**src/rtl/csr_trap_ctrl_pkg.sv**
```systemverilog
// rtl/csr_trap_ctrl_pkg.sv - shared types and constants for the machine-mode trap sequencer
package csr_trap_ctrl_pkg;

   // Sequencer states: trap path writes mepc, mcause, mstatus then jumps; mret path writes mstatus then jumps
   typedef enum logic [2:0] {
      ST_IDLE     = 3'd0,
      ST_T_EPC    = 3'd1,
      ST_T_CAUSE  = 3'd2,
      ST_T_STATUS = 3'd3,
      ST_T_JUMP   = 3'd4,
      ST_R_STATUS = 3'd5,
      ST_R_JUMP   = 3'd6
   } state_t;

   // CSR addresses of the registers this block touches
   localparam logic [11:0] CSR_MSTATUS = 12'h300;
   localparam logic [11:0] CSR_MTVEC   = 12'h305;
   localparam logic [11:0] CSR_MEPC    = 12'h341;
   localparam logic [11:0] CSR_MCAUSE  = 12'h342;

   // mstatus field positions
   localparam int MSTATUS_MIE    = 3;
   localparam int MSTATUS_MPIE   = 7;
   localparam int MSTATUS_MPP_LO = 11;
   localparam int MSTATUS_MPP_HI = 12;

   localparam logic [1:0] MPP_MACHINE = 2'b11;

   // mcause values
   localparam logic [63:0] CAUSE_MTI     = 64'h8000_0000_0000_0007;
   localparam logic [63:0] CAUSE_ECALL_M = 64'd11;

   // mtvec mode field encodings; 2'b1x are reserved and handled as direct
   localparam logic [1:0] MTVEC_DIRECT   = 2'b00;
   localparam logic [1:0] MTVEC_VECTORED = 2'b01;

endpackage

```
**src/rtl/csr_trap_target.sv**
```systemverilog
// rtl/csr_trap_target.sv - trap handler address from mtvec base/mode and cause
module csr_trap_target #(
   parameter int XLEN      = 64,
   parameter bit VECTOR_EN = 1'b1
) (
   input  logic [XLEN-1:0] mtvec,
   input  logic [5:0]      cause,
   input  logic            is_irq,
   output logic [XLEN-1:0] redirect_pc
);
   import csr_trap_ctrl_pkg::*;

   logic [XLEN-1:0] base;
   logic [XLEN-1:0] offset;

   // Vectored mode offsets interrupts by 4*cause; exceptions and every other mode land on the base
   always_comb begin
      base   = {mtvec[XLEN-1:2], 2'b00};
      offset = {{(XLEN-8){1'b0}}, cause, 2'b00};
      if (VECTOR_EN && is_irq && (mtvec[1:0] == MTVEC_VECTORED)) begin
         redirect_pc = base + offset;
      end else begin
         redirect_pc = base;
      end
   end

endmodule

```
**src/rtl/csr_trap_ctrl.sv**
```systemverilog
// rtl/csr_trap_ctrl.sv - machine-mode trap/mret sequencer driving the dedicated CSR write ports
module csr_trap_ctrl #(
   parameter int XLEN      = 64,
   parameter bit VECTOR_EN = 1'b1
) (
   input  logic            clk,
   input  logic            rst,
   input  logic            trap_req,
   input  logic [XLEN-1:0] trap_cause,
   input  logic [XLEN-1:0] trap_pc,
   input  logic            irq_timer,
   input  logic            irq_en,
   input  logic [XLEN-1:0] irq_pc,
   input  logic            mret_req,
   input  logic [XLEN-1:0] mtvec_i,
   input  logic [XLEN-1:0] mepc_i,
   input  logic [XLEN-1:0] mstatus_i,
   output logic            w_mepc,
   output logic [XLEN-1:0] mepc_v,
   output logic            w_mcause,
   output logic [XLEN-1:0] mcause_v,
   output logic            w_mstatus,
   output logic [XLEN-1:0] mstatus_v,
   output logic            redirect_valid,
   output logic [XLEN-1:0] redirect_pc,
   output logic            trap_ack,
   output logic            mret_ack,
   output logic            busy
);
   import csr_trap_ctrl_pkg::*;

   localparam logic [XLEN-1:0] IRQ_CAUSE = {1'b1, (XLEN-1)'(CAUSE_MTI[62:0])};

   state_t          state;
   state_t          state_nxt;
   logic [XLEN-1:0] epc_q;
   logic [XLEN-1:0] cause_q;
   logic [XLEN-1:0] status_q;
   logic            is_irq_q;

   logic            irq_pend;
   logic            accept_trap;
   logic            accept_irq;
   logic            accept_mret;
   logic [XLEN-1:0] trap_status;
   logic [XLEN-1:0] mret_status;
   logic [XLEN-1:0] trap_target;

   // Fixed priority among requests, only sampled while idle; losers simply keep their level up
   assign irq_pend    = irq_timer & irq_en & mstatus_i[MSTATUS_MIE];
   assign accept_trap = (state == ST_IDLE) & trap_req;
   assign accept_irq  = (state == ST_IDLE) & ~trap_req & irq_pend;
   assign accept_mret = (state == ST_IDLE) & ~trap_req & ~irq_pend & mret_req;

   csr_trap_target #(
      .XLEN      (XLEN),
      .VECTOR_EN (VECTOR_EN)
   ) u_target (
      .mtvec       (mtvec_i),
      .cause       (cause_q[5:0]),
      .is_irq      (is_irq_q),
      .redirect_pc (trap_target)
   );

   // State register; reset aborts any sequence in flight
   always_ff @(posedge clk or posedge rst) begin
      if (rst) begin
         state <= ST_IDLE;
      end else begin
         state <= state_nxt;
      end
   end

   // Snapshot the trap context at acceptance so mid-sequence input changes do not matter
   always_ff @(posedge clk or posedge rst) begin
      if (rst) begin
         epc_q    <= '0;
         cause_q  <= '0;
         status_q <= '0;
         is_irq_q <= 1'b0;
      end else if (accept_trap || accept_irq) begin
         epc_q    <= accept_trap ? trap_pc : irq_pc;
         cause_q  <= accept_trap ? trap_cause : IRQ_CAUSE;
         status_q <= mstatus_i;
         is_irq_q <= accept_irq;
      end else if (accept_mret) begin
         status_q <= mstatus_i;
         is_irq_q <= 1'b0;
      end
   end

   // Next-state: every non-idle state advances unconditionally after one cycle
   always_comb begin
      state_nxt = state;
      case (state)
         ST_IDLE: begin
            if (accept_trap || accept_irq) begin
               state_nxt = ST_T_EPC;
            end else if (accept_mret) begin
               state_nxt = ST_R_STATUS;
            end
         end
         ST_T_EPC:    state_nxt = ST_T_CAUSE;
         ST_T_CAUSE:  state_nxt = ST_T_STATUS;
         ST_T_STATUS: state_nxt = ST_T_JUMP;
         ST_T_JUMP:   state_nxt = ST_IDLE;
         ST_R_STATUS: state_nxt = ST_R_JUMP;
         ST_R_JUMP:   state_nxt = ST_IDLE;
         default:     state_nxt = ST_IDLE;
      endcase
   end

   // New mstatus images: trap stacks MIE into MPIE, mret restores it; both force MPP to machine
   always_comb begin
      trap_status                                 = status_q;
      trap_status[MSTATUS_MPIE]                   = status_q[MSTATUS_MIE];
      trap_status[MSTATUS_MIE]                    = 1'b0;
      trap_status[MSTATUS_MPP_HI:MSTATUS_MPP_LO]  = MPP_MACHINE;
      mret_status                                 = status_q;
      mret_status[MSTATUS_MIE]                    = status_q[MSTATUS_MPIE];
      mret_status[MSTATUS_MPIE]                   = 1'b1;
      mret_status[MSTATUS_MPP_HI:MSTATUS_MPP_LO]  = MPP_MACHINE;
   end

   // Outputs decode purely from state, so reset clears them without waiting for a clock
   always_comb begin
      w_mepc         = 1'b0;
      mepc_v         = '0;
      w_mcause       = 1'b0;
      mcause_v       = '0;
      w_mstatus      = 1'b0;
      mstatus_v      = '0;
      redirect_valid = 1'b0;
      redirect_pc    = '0;
      trap_ack       = 1'b0;
      mret_ack       = 1'b0;
      busy           = (state != ST_IDLE);
      case (state)
         ST_T_EPC: begin
            w_mepc = 1'b1;
            mepc_v = epc_q;
         end
         ST_T_CAUSE: begin
            w_mcause = 1'b1;
            mcause_v = cause_q;
         end
         ST_T_STATUS: begin
            w_mstatus = 1'b1;
            mstatus_v = trap_status;
         end
         ST_T_JUMP: begin
            redirect_valid = 1'b1;
            redirect_pc    = trap_target;
            trap_ack       = 1'b1;
         end
         ST_R_STATUS: begin
            w_mstatus = 1'b1;
            mstatus_v = mret_status;
         end
         ST_R_JUMP: begin
            redirect_valid = 1'b1;
            redirect_pc    = mepc_i;
            mret_ack       = 1'b1;
         end
         default: begin
         end
      endcase
   end

endmodule

```
**config.mk**
```make
export PLATFORM = sky130hd
export DESIGN_NAME = csr_trap_ctrl
export DESIGN_NICKNAME = d
export VERILOG_FILES = /design/src/rtl/csr_trap_ctrl_pkg.sv /design/src/rtl/csr_trap_target.sv /design/src/rtl/csr_trap_ctrl.sv
export SDC_FILE = /design/constraint.sdc
export NUM_CORES = 1
export LEC_CHECK = 0
export BUFFER_PORTS_ARGS = -buffer_cell sky130_fd_sc_hd__buf_4
export CAP_MARGIN = 25
export CORE_AREA = 2 2 253 255
export CTS_BUF_LIST = sky130_fd_sc_hd__clkbuf_8
export CTS_CLUSTER_SIZE = 12
export DETAILED_ROUTE_END_ITERATION = 6
export DIE_AREA = 0 0 255 257
export GPL_ROUTABILITY_DRIVEN = 0
export PLACE_DENSITY = 0.5
export SLEW_MARGIN = 20
export SYNTH_ARGS = -nofsm -noshare
export SYNTH_HDL_FRONTEND = slang
export SYNTH_SLANG_ARGS = --single-unit
```
**constraint.sdc**
```tcl
create_clock -name clk -period 18.23 [get_ports clk]
set_input_delay 1.823 -clock clk [delete_from_list [all_inputs] [get_ports clk]]
set_output_delay 1.823 -clock clk [all_outputs]
set_load 0.02 [all_outputs]
```
Word level (Yosys, flattened, before mapping)
Index checks and enable logic that the tools add are counted.

word-level totals
  flip-flop bits (word level) = 196
  output and inout port bits = 263
  input port bits = 390
  logic and storage cells = 50

operators by class
  bitwise operators = 9
  add/subtract/negate cells = 1
  equal/unequal tests = 8
  reductions and logical operators = 7
  multiplexer cells = 20

operator list
  cell                  number
  $mux W64              7
  $pmux W64 S2          2
  $add A64 B8 Y64       1
  $pmux W3 S5           1
  $eq A3 B3 Y1 const B  3
  $mux W1               8
  $and A1 B1 Y1         7
  $eq A3 B2 Y1 const B  2
  $mux W3               2
  $reduce_or A2 Y1      2
  $eq A3 B1 Y1 const B  1
  $logic_not A3 Y1      1
  $ne A3 B2 Y1 const B  1
  $reduce_bool A3 Y1    1
  $eq A2 B1 Y1 const B  1
  $not A1 Y1            2
  $reduce_bool A2 Y1    1
  $logic_and A1 B1 Y1   1
  $logic_or A1 B1 Y1    1

Depth between registers and ports, before layout
Gate-level depths: netlist (run 1).

  word-level depth = 8
  depth in mapped cells = 10
  depth with buffers taken out = 9

By module
Synthesis (run 1) repeated with hierarchy kept, for this count alone.

second synthesis, totals
  cell total of the unflattened synthesis = 1,204
  area total of the unflattened synthesis = 11,771.3 um^2

modules (own cells, without submodules)
  module           area an instance (um^2)  cells each  seq. area each (um^2)  instances
  csr_trap_ctrl    10,151.0                 954         4,854.7                1
  csr_trap_target  1,620.3                  250         0.0                    1

Worst setup path before layout (run 1)
OpenSTA, ideal clock, no wires.

  kind = input to output
  start = in mtvec_i[7]
  end = out redirect_pc[61]
  data arrival time = 4,455 ps
  required time = 16,407 ps
  setup slack = 11,952 ps
  stages = 8
  path buffers = 1
  cells stage by stage = ha_1 o21ai_1 or4_4 or4b_1 buf_2 or4_4 xor2_1 a21oi_1

between the ends
  longest elaborated chain between the ends = 3

ends and longest elaborated chain
  what                RTL line               text
  start: declaration  csr_trap_ctrl.sv:15    input logic [XLEN-1:0] mtvec_i,
  $add A64 B8 Y64     csr_trap_target.sv:21  redirect_pc = base + offset;
  $mux W64            csr_trap_target.sv:20  if (VECTOR_EN && is_irq && (mtvec[1:0] == MTVEC_VECTORED)) begin
  $pmux W64 S2        csr_trap_ctrl.sv:138   case (state)
  end: declaration    csr_trap_ctrl.sv:25    output logic [XLEN-1:0] redirect_pc,

No other way between the ends.

Worst setup path after layout (run 1)
  start = in mtvec_i[1]
  end = out redirect_pc[61]

between the ends
  longest elaborated chain between the ends = 4

ends and longest elaborated chain
  what                 RTL line
  $eq A2 B1 Y1         csr_trap_target.sv:20
  $logic_and A1 B1 Y1  csr_trap_target.sv:20
  $mux W64             csr_trap_target.sv:20
  $pmux W64 S2         csr_trap_ctrl.sv:138

No other way between the ends.

==> run_results.csv, run 1 <==
group,metric,value,unit
status,outcome,"completed",
global_routing,antenna_found_initial,5,
setup_path,critPathLaunchType,"input pin",
floorplanning,die-height,257,um
floorplanning,rows,92,
floorplanning,initial_core_util,0.178,
worst_hold_path,min_from,"cause_q[7]",
setup_path,critical_path_required,16410,ps
yosys,synth_ff_type,"dfrtp_1",
clock_network,cts_resized,0,
routing,wl,50800,um
worst_hold_path,holdPathStages,1,
final_layout,fill_cells,6803,
global_routing,grt_pass1_vias,11700,
yosys,synth_nets,1657,
routing,first_pass_iters,5,
yosys,async_reset_ff_frac,1.00,
clock_network,holdBufCountCts,0,
yosys,ys_warn_count,0,
setup_path,r2r_slack,15020,ps
yosys,yosysTopAreaCell,"dfrtp_1",
floorplanning,pin_count,653,
sta,finalMaxSlewViolations,0,
routing,avgViaCountPerCell,4.35,
job,maxCapViolCount,0,
yosys,synth_cell_types,48,
setup_path,end_kind,"output pin",
global_routing,grt_pass1_wl,73300,um
setup_path,arrival,4930,ps
yosys,synth_edf_count,0,
final_layout,num-nets-final,2241,
global_routing,overflow,0,
final_layout,final_util,0.275,
power_and_ir_drop,power.total,2.47,mW
setup_path,r2r-end,"epc_q[6]",
sta,period_share,0.370,
setup_path,r2r_start,"state[0]",
yosys,ys_ff_latch,194,
power_and_ir_drop,peakVddDrop,0.0600,mV
sta,hold_viol,0,
sta,fin_crit,6750,ps
routing,drt_iter0_drc,653,
sta,final-setup-viol-count,0,
yosys,synth_area,11100,um^2
placement,dp.final_hpwl,38300,um
sta,fin_tns_setup,0,ps
clock_network,clk_latency,550,ps
final_layout,area_delta_synth_final,54.6,%
worst_hold_path,hp-class,"reg -> reg",
sta,fin_skew,17.3,ps
setup_path,path_class,"in -> out",
floorplanning,die_area,65500,um^2
routing,antenna_left,0,
sta,tightest_slew,901,ps
yosys,yosysSeqAreaShare,0.436,
global_routing,grt_use_total,0.148,
yosys,synthMostInstantiatedCell,"dfrtp_1",
yosys,postSynthAreaPerCell,8.85,um^2
yosys,synth_cells,1260,
floorplanning,core-area,62700,um^2
clock_network,cts_tree,"built",
routing,drc,0,
sta,slew_headroom,0.400,
yosys,synth_common_cells,"dfrtp_1, nand2_1, and2_1, clkbuf_1, nor2_1",
yosys,synthTopCellsByArea,"dfrtp_1, and2_1, mux2_2",
clock_network,cts.sinks,194,
clock_network,path_clk_slew,100,ps
final_layout,drive_gt1_frac,0.416,
setup_path,critPathMaxFanout,17,
setup_path,rr_worst_depth,6,
worst_hold_path,min_to,"cause_q[7]",
clock_network,htree_num_levels,4,
global_routing,grt_start_max_net_pins,99,
power_and_ir_drop,powerDensity,143,nW/um^2
clock_network,cts_root_buf,"clkbuf_8",
yosys,synth_top_area_share,0.436,
sta,fmax,0.148,GHz
routing,vias,11800,
clock_network,cts_made_buffers,17,
routing,wl_per_cell,18.8,um
sta,rsz0062_at_grt,"false",
clock_network,cts_buffer_depth,2,
placement,portBuffers,650,
power_and_ir_drop,leakagePower,8.30,nW
floorplanning,die_w,255,um
clock_network,cts_setup_buffers,0,
-- how the worst max path moves through the flow --
stage | start | end | slack, ps | depth (start not counted)
floorplan | rst | cause_q[0] | 11120 | 1
global placement | mtvec_i[1] | redirect_pc[61] | 11450 | 8
detailed placement | mtvec_i[1] | redirect_pc[61] | 11470 | 8
CTS | mtvec_i[1] | redirect_pc[61] | 11460 | 8
global route | mtvec_i[1] | redirect_pc[61] | 11320 | 8
finish | mtvec_i[1] | redirect_pc[61] | 11480 | 8
-- stage by stage --
stage                     hold WS (ps)  worst slack (ps)  cell area [um^2]  instances
after floorplan                    452             11120             11100       1260
after global placement             474             11450             16900       2670
after detailed placement           474             11470             16900       2670
after CTS                          506             11460             17200       2701
after global routing               524             11320             17200       2705
final                              504             11480             17200       2706
-- worst max-delay path, cell delays in order --
cell and delay, ps:
buf_4 110, nand3b_1 540, or4_4 650, or4b_1 750
or4_4 590, xor2_1 160, a21oi_1 150, buf_4 160
-- cell type report --
type | count | area, um^2 | share of cell area
inverters | 18 | 75.1 | 0.00436
flip-flops and latches | 194 | 4850 | 0.282
clock inverters | 14 | 108 | 0.00624
repair buffers | 666 | 5020 | 0.291
diodes | 4 | 10.0 | 0.000581
clock buffers | 17 | 234 | 0.0136
multi-input cells | 947 | 5870 | 0.341
well taps | 846 | 1060 | 0.0614
-- metal layers --
layer / track usage / up-vias / wire (um)
met2: 0.268 / 500 / 26200
met4: 0.0577 / 2 / 1530
met5: 0 / - / 13
li1: - / 5548 / -
met1: 0.164 / 5651 / 19200
met3: 0.0389 / 59 / 3810
-- layout by cell type, fill, tap and decap left out, types with 3 or more instances in the layout --
cell,synthesis,final
buf_4,2,665
dfrtp_1,194,194
nand2_1,173,171
and2_1,131,130
nor2_1,91,89
and3_1,71,71
a31oi_1,69,69
mux2_2,62,62
a22o_1,61,61
o21ai_0,50,50
a21oi_1,50,50
xnor2_1,33,33
nand3_1,23,23
xor2_1,22,21
nor3_1,20,19
nand4_1,17,17
clkbuf_8,0,17
inv_1,16,16
nor4_1,7,7
a211oi_1,6,6
ha_1,6,6
nand2b_1,5,5
and4_1,5,5
mux2i_1,5,5
diode_2,0,4
o211ai_1,4,4
o21ai_1,4,4
o31ai_1,4,4
nand3b_1,3,3
a21o_1,3,3
o211a_1,3,3
inv_8,0,3
clkinv_2,0,3
inv_6,0,3
clkinvlp_4,0,3
-- kinds of logic after synthesis --
logic type | Yosys count | synth area share
adders and majority gates | 7 | 0.00853
muxes | 67 | 0.0671
DFF | 194 | 0.436
and+or+nand+nor | 557 | 0.252
buffers and inverters | 119 | 0.0409
xor gates and xnor gates | 55 | 0.0432
AOI/OAI and AO/OA | 261 | 0.153
-- where the power goes --
part	switching, mW	internal, mW	total, mW
combinational	0.835	0.607	1.44
clock	0.179	0.0952	0.275
sequential	0.112	0.641	0.753
-- flip-flops by register name, indices dropped and copies added, names as in the netlist --
name / flops
state: 3
epc_q: 64
cause_q: 64
is_irq_q: 1
status_q: 62
(Power assumes the default switching activity.)
==> run 2: changes to the inputs <==
Settings changed: PLACE_DENSITY 0.5 to 0.52.
Clock period 18.23 ns to 5.6 ns, I/O delays scaled along.
==> run 2 against run 1 <==
Compared with the run above: sequential power grew to 3.3 times the previous value; routed wire length up 1.1%; highest routed layer unchanged; global-route usage grew 0.20 points; largest cell class unchanged; combinational power rose to 3.3 times the previous value.
==> run_results.csv, run 2 (same netlist as run 1, synthesis figures left out) <==
group,metric,value,unit
status,outcome,"completed",
setup_path,critical_path_required,5040,ps
setup_path,crit_slowest_cell,"or4b_1",
routing,first_pass_iters,5,
setup_path,critPathLaunchType,"flip-flop",
clock_network,cts.sinks,194,
final_layout,area_delta_synth_final,56.3,%
floorplanning,pin_count,653,
final_layout,fill_cells,6751,
setup_path,path_class,"reg -> out",
final_layout,final_common_cell,"buf_4",
placement,portBuffers,650,
routing,drt_iter0_drc,603,
final_layout,num-nets-final,2246,
sta,fin_skew,14.7,ps
sta,fin_ws,991,ps
sta,fmax,0.217,GHz
routing,avgViaCountPerCell,4.29,
placement,pre_cts_ws,1250,ps
sta,tightest_slew,1080,ps
floorplanning,rows,92,
routing,vias,11600,
sta,final-setup-viol-count,0,
clock_network,cts_made_buffers,17,
setup_path,critPathMaxFanout,17,
clock_network,cts_root_buf,"clkbuf_8",
clock_network,cts_tree,"built",
sta,fin_tns_setup,0,ps
setup_path,critPathBufInv,1,
clock_network,clk_latency,540,ps
floorplanning,die_area,65500,um^2
routing,drc,0,
floorplanning,core-area,62700,um^2
placement,dp.final_hpwl,39800,um
power_and_ir_drop,peakVddDrop,0.218,mV
sta,slew_headroom,0.281,
power_and_ir_drop,powerDensity,476,nW/um^2
clock_network,htree_num_levels,4,
clock_network,cts_buffer_depth,2,
placement,place_area,17000,um^2
final_layout,fin_area,17400,um^2
setup_path,crit_chain,"nand3b_1, or4_4, or4b_1, or4_4, xor2_1, a21oi_1, buf_4",
floorplanning,die_w,255,um
global_routing,grt_use_total,0.150,
job,maxCapViolCount,0,
sta,fin_crit,4610,ps
final_layout,mostFrequentLayoutCells,"buf_4, dfrtp_1, nand2_1",
worst_hold_path,hp-class,"in -> reg",
sta,rsz0062_at_grt,"false",
floorplanning,die-height,257,um
setup_path,path_delay_family,"simple AND/OR/NAND/NOR gates",
final_layout,reg.largest.list,"cause_q: 64 flops, epc_q: 64 flops, status_q: 62 flops",
global_routing,grt_start_max_net_pins,119,
routing,wl_per_cell,18.9,um
sta,period_share,0.823,
power_and_ir_drop,leakagePower,8.38,nW
floorplanning,initial_core_util,0.178,
setup_path,critPathMostFrequentCell,"or4_4",
routing,wl,51400,um
global_routing,overflow,0,
sta,finalMaxSlewViolations,0,
setup_path,end_kind,"output pin",
final_layout,drive_gt1_frac,0.418,
global_routing,grt_pass1_wl,73900,um
global_routing,grt_pass1_vias,11800,
global_routing,antenna_found_initial,6,
setup_path,slowest_delay,740,ps
clock_network,path_clk_slew,120,ps
routing,antenna_left,0,
setup_path,arrival,4050,ps
sta,hold_viol,0,
[run 2: metal layers]
layer  part of all wire  up-vias  global-route usage
met2               0.52      466               0.274
li1                   -     5556                   -
met1               0.38     5559               0.161
met5            0.00031        -                   0
met3              0.076       65              0.0413
met4              0.030        2              0.0640
[run 2: area by class of cell]
cell class	instances	area [um^2]	share of cell area
Inverter	18	71.3	0.00409
Timing Repair Buffer	671	5120	0.294
Tap cell	846	1060	0.0608
Antenna cell	5	12.5	0.000718
Clock buffer	20	275	0.0158
Clock inverter	11	140	0.00804
Multi-Input combinational cell	947	5890	0.338
Sequential cell	194	4850	0.279
[run 2: metrics by stage]
| step | hold WS (ps) | utilization | instances | power, mW |
|---|---|---|---|---|
| 3_3_place_gp | 473 | 0.269 | 2671 | 7.18 |
| 6_report | 234 | 0.278 | 2712 | 8.29 |
| 3_5_place_dp | 474 | 0.271 | 2675 | 7.35 |
| 4_1_cts | 135 | 0.278 | 2707 | 8.42 |
| 2_1_floorplan | 452 | - | 1260 | 5.27 |
| 5_1_grt | 187 | 0.278 | 2711 | 8.87 |
[run 2: timing repair]
action,in CTS,in global routing
hold endpoints to repair,9,0
hold buffers,1,0
buffers inserted,0,0
gates resized for setup,0,0
endpoints found under the setup margin,0,0
[run 2: path summary, 6_finish.rpt]
path	from	endpoint	slack (ps)	depth (start not counted)
max	is_irq_q	redirect_pc[61]	990	7
min	mstatus_i[50]	status_q[50]	230	2
max reg2reg	state[1]	cause_q[1]	2600	5
min reg2reg	cause_q[63]	cause_q[63]	500	1
max in group asynchronous	rst	status_q[43]	3940	4
min in group asynchronous	rst	cause_q[61]	520	3
[run 2: where the power goes]
group	internal (mW)	switching [mW]
combinational	2.06	2.72
clock	0.443	0.579
sequential	2.09	0.402
total	4.59	3.70
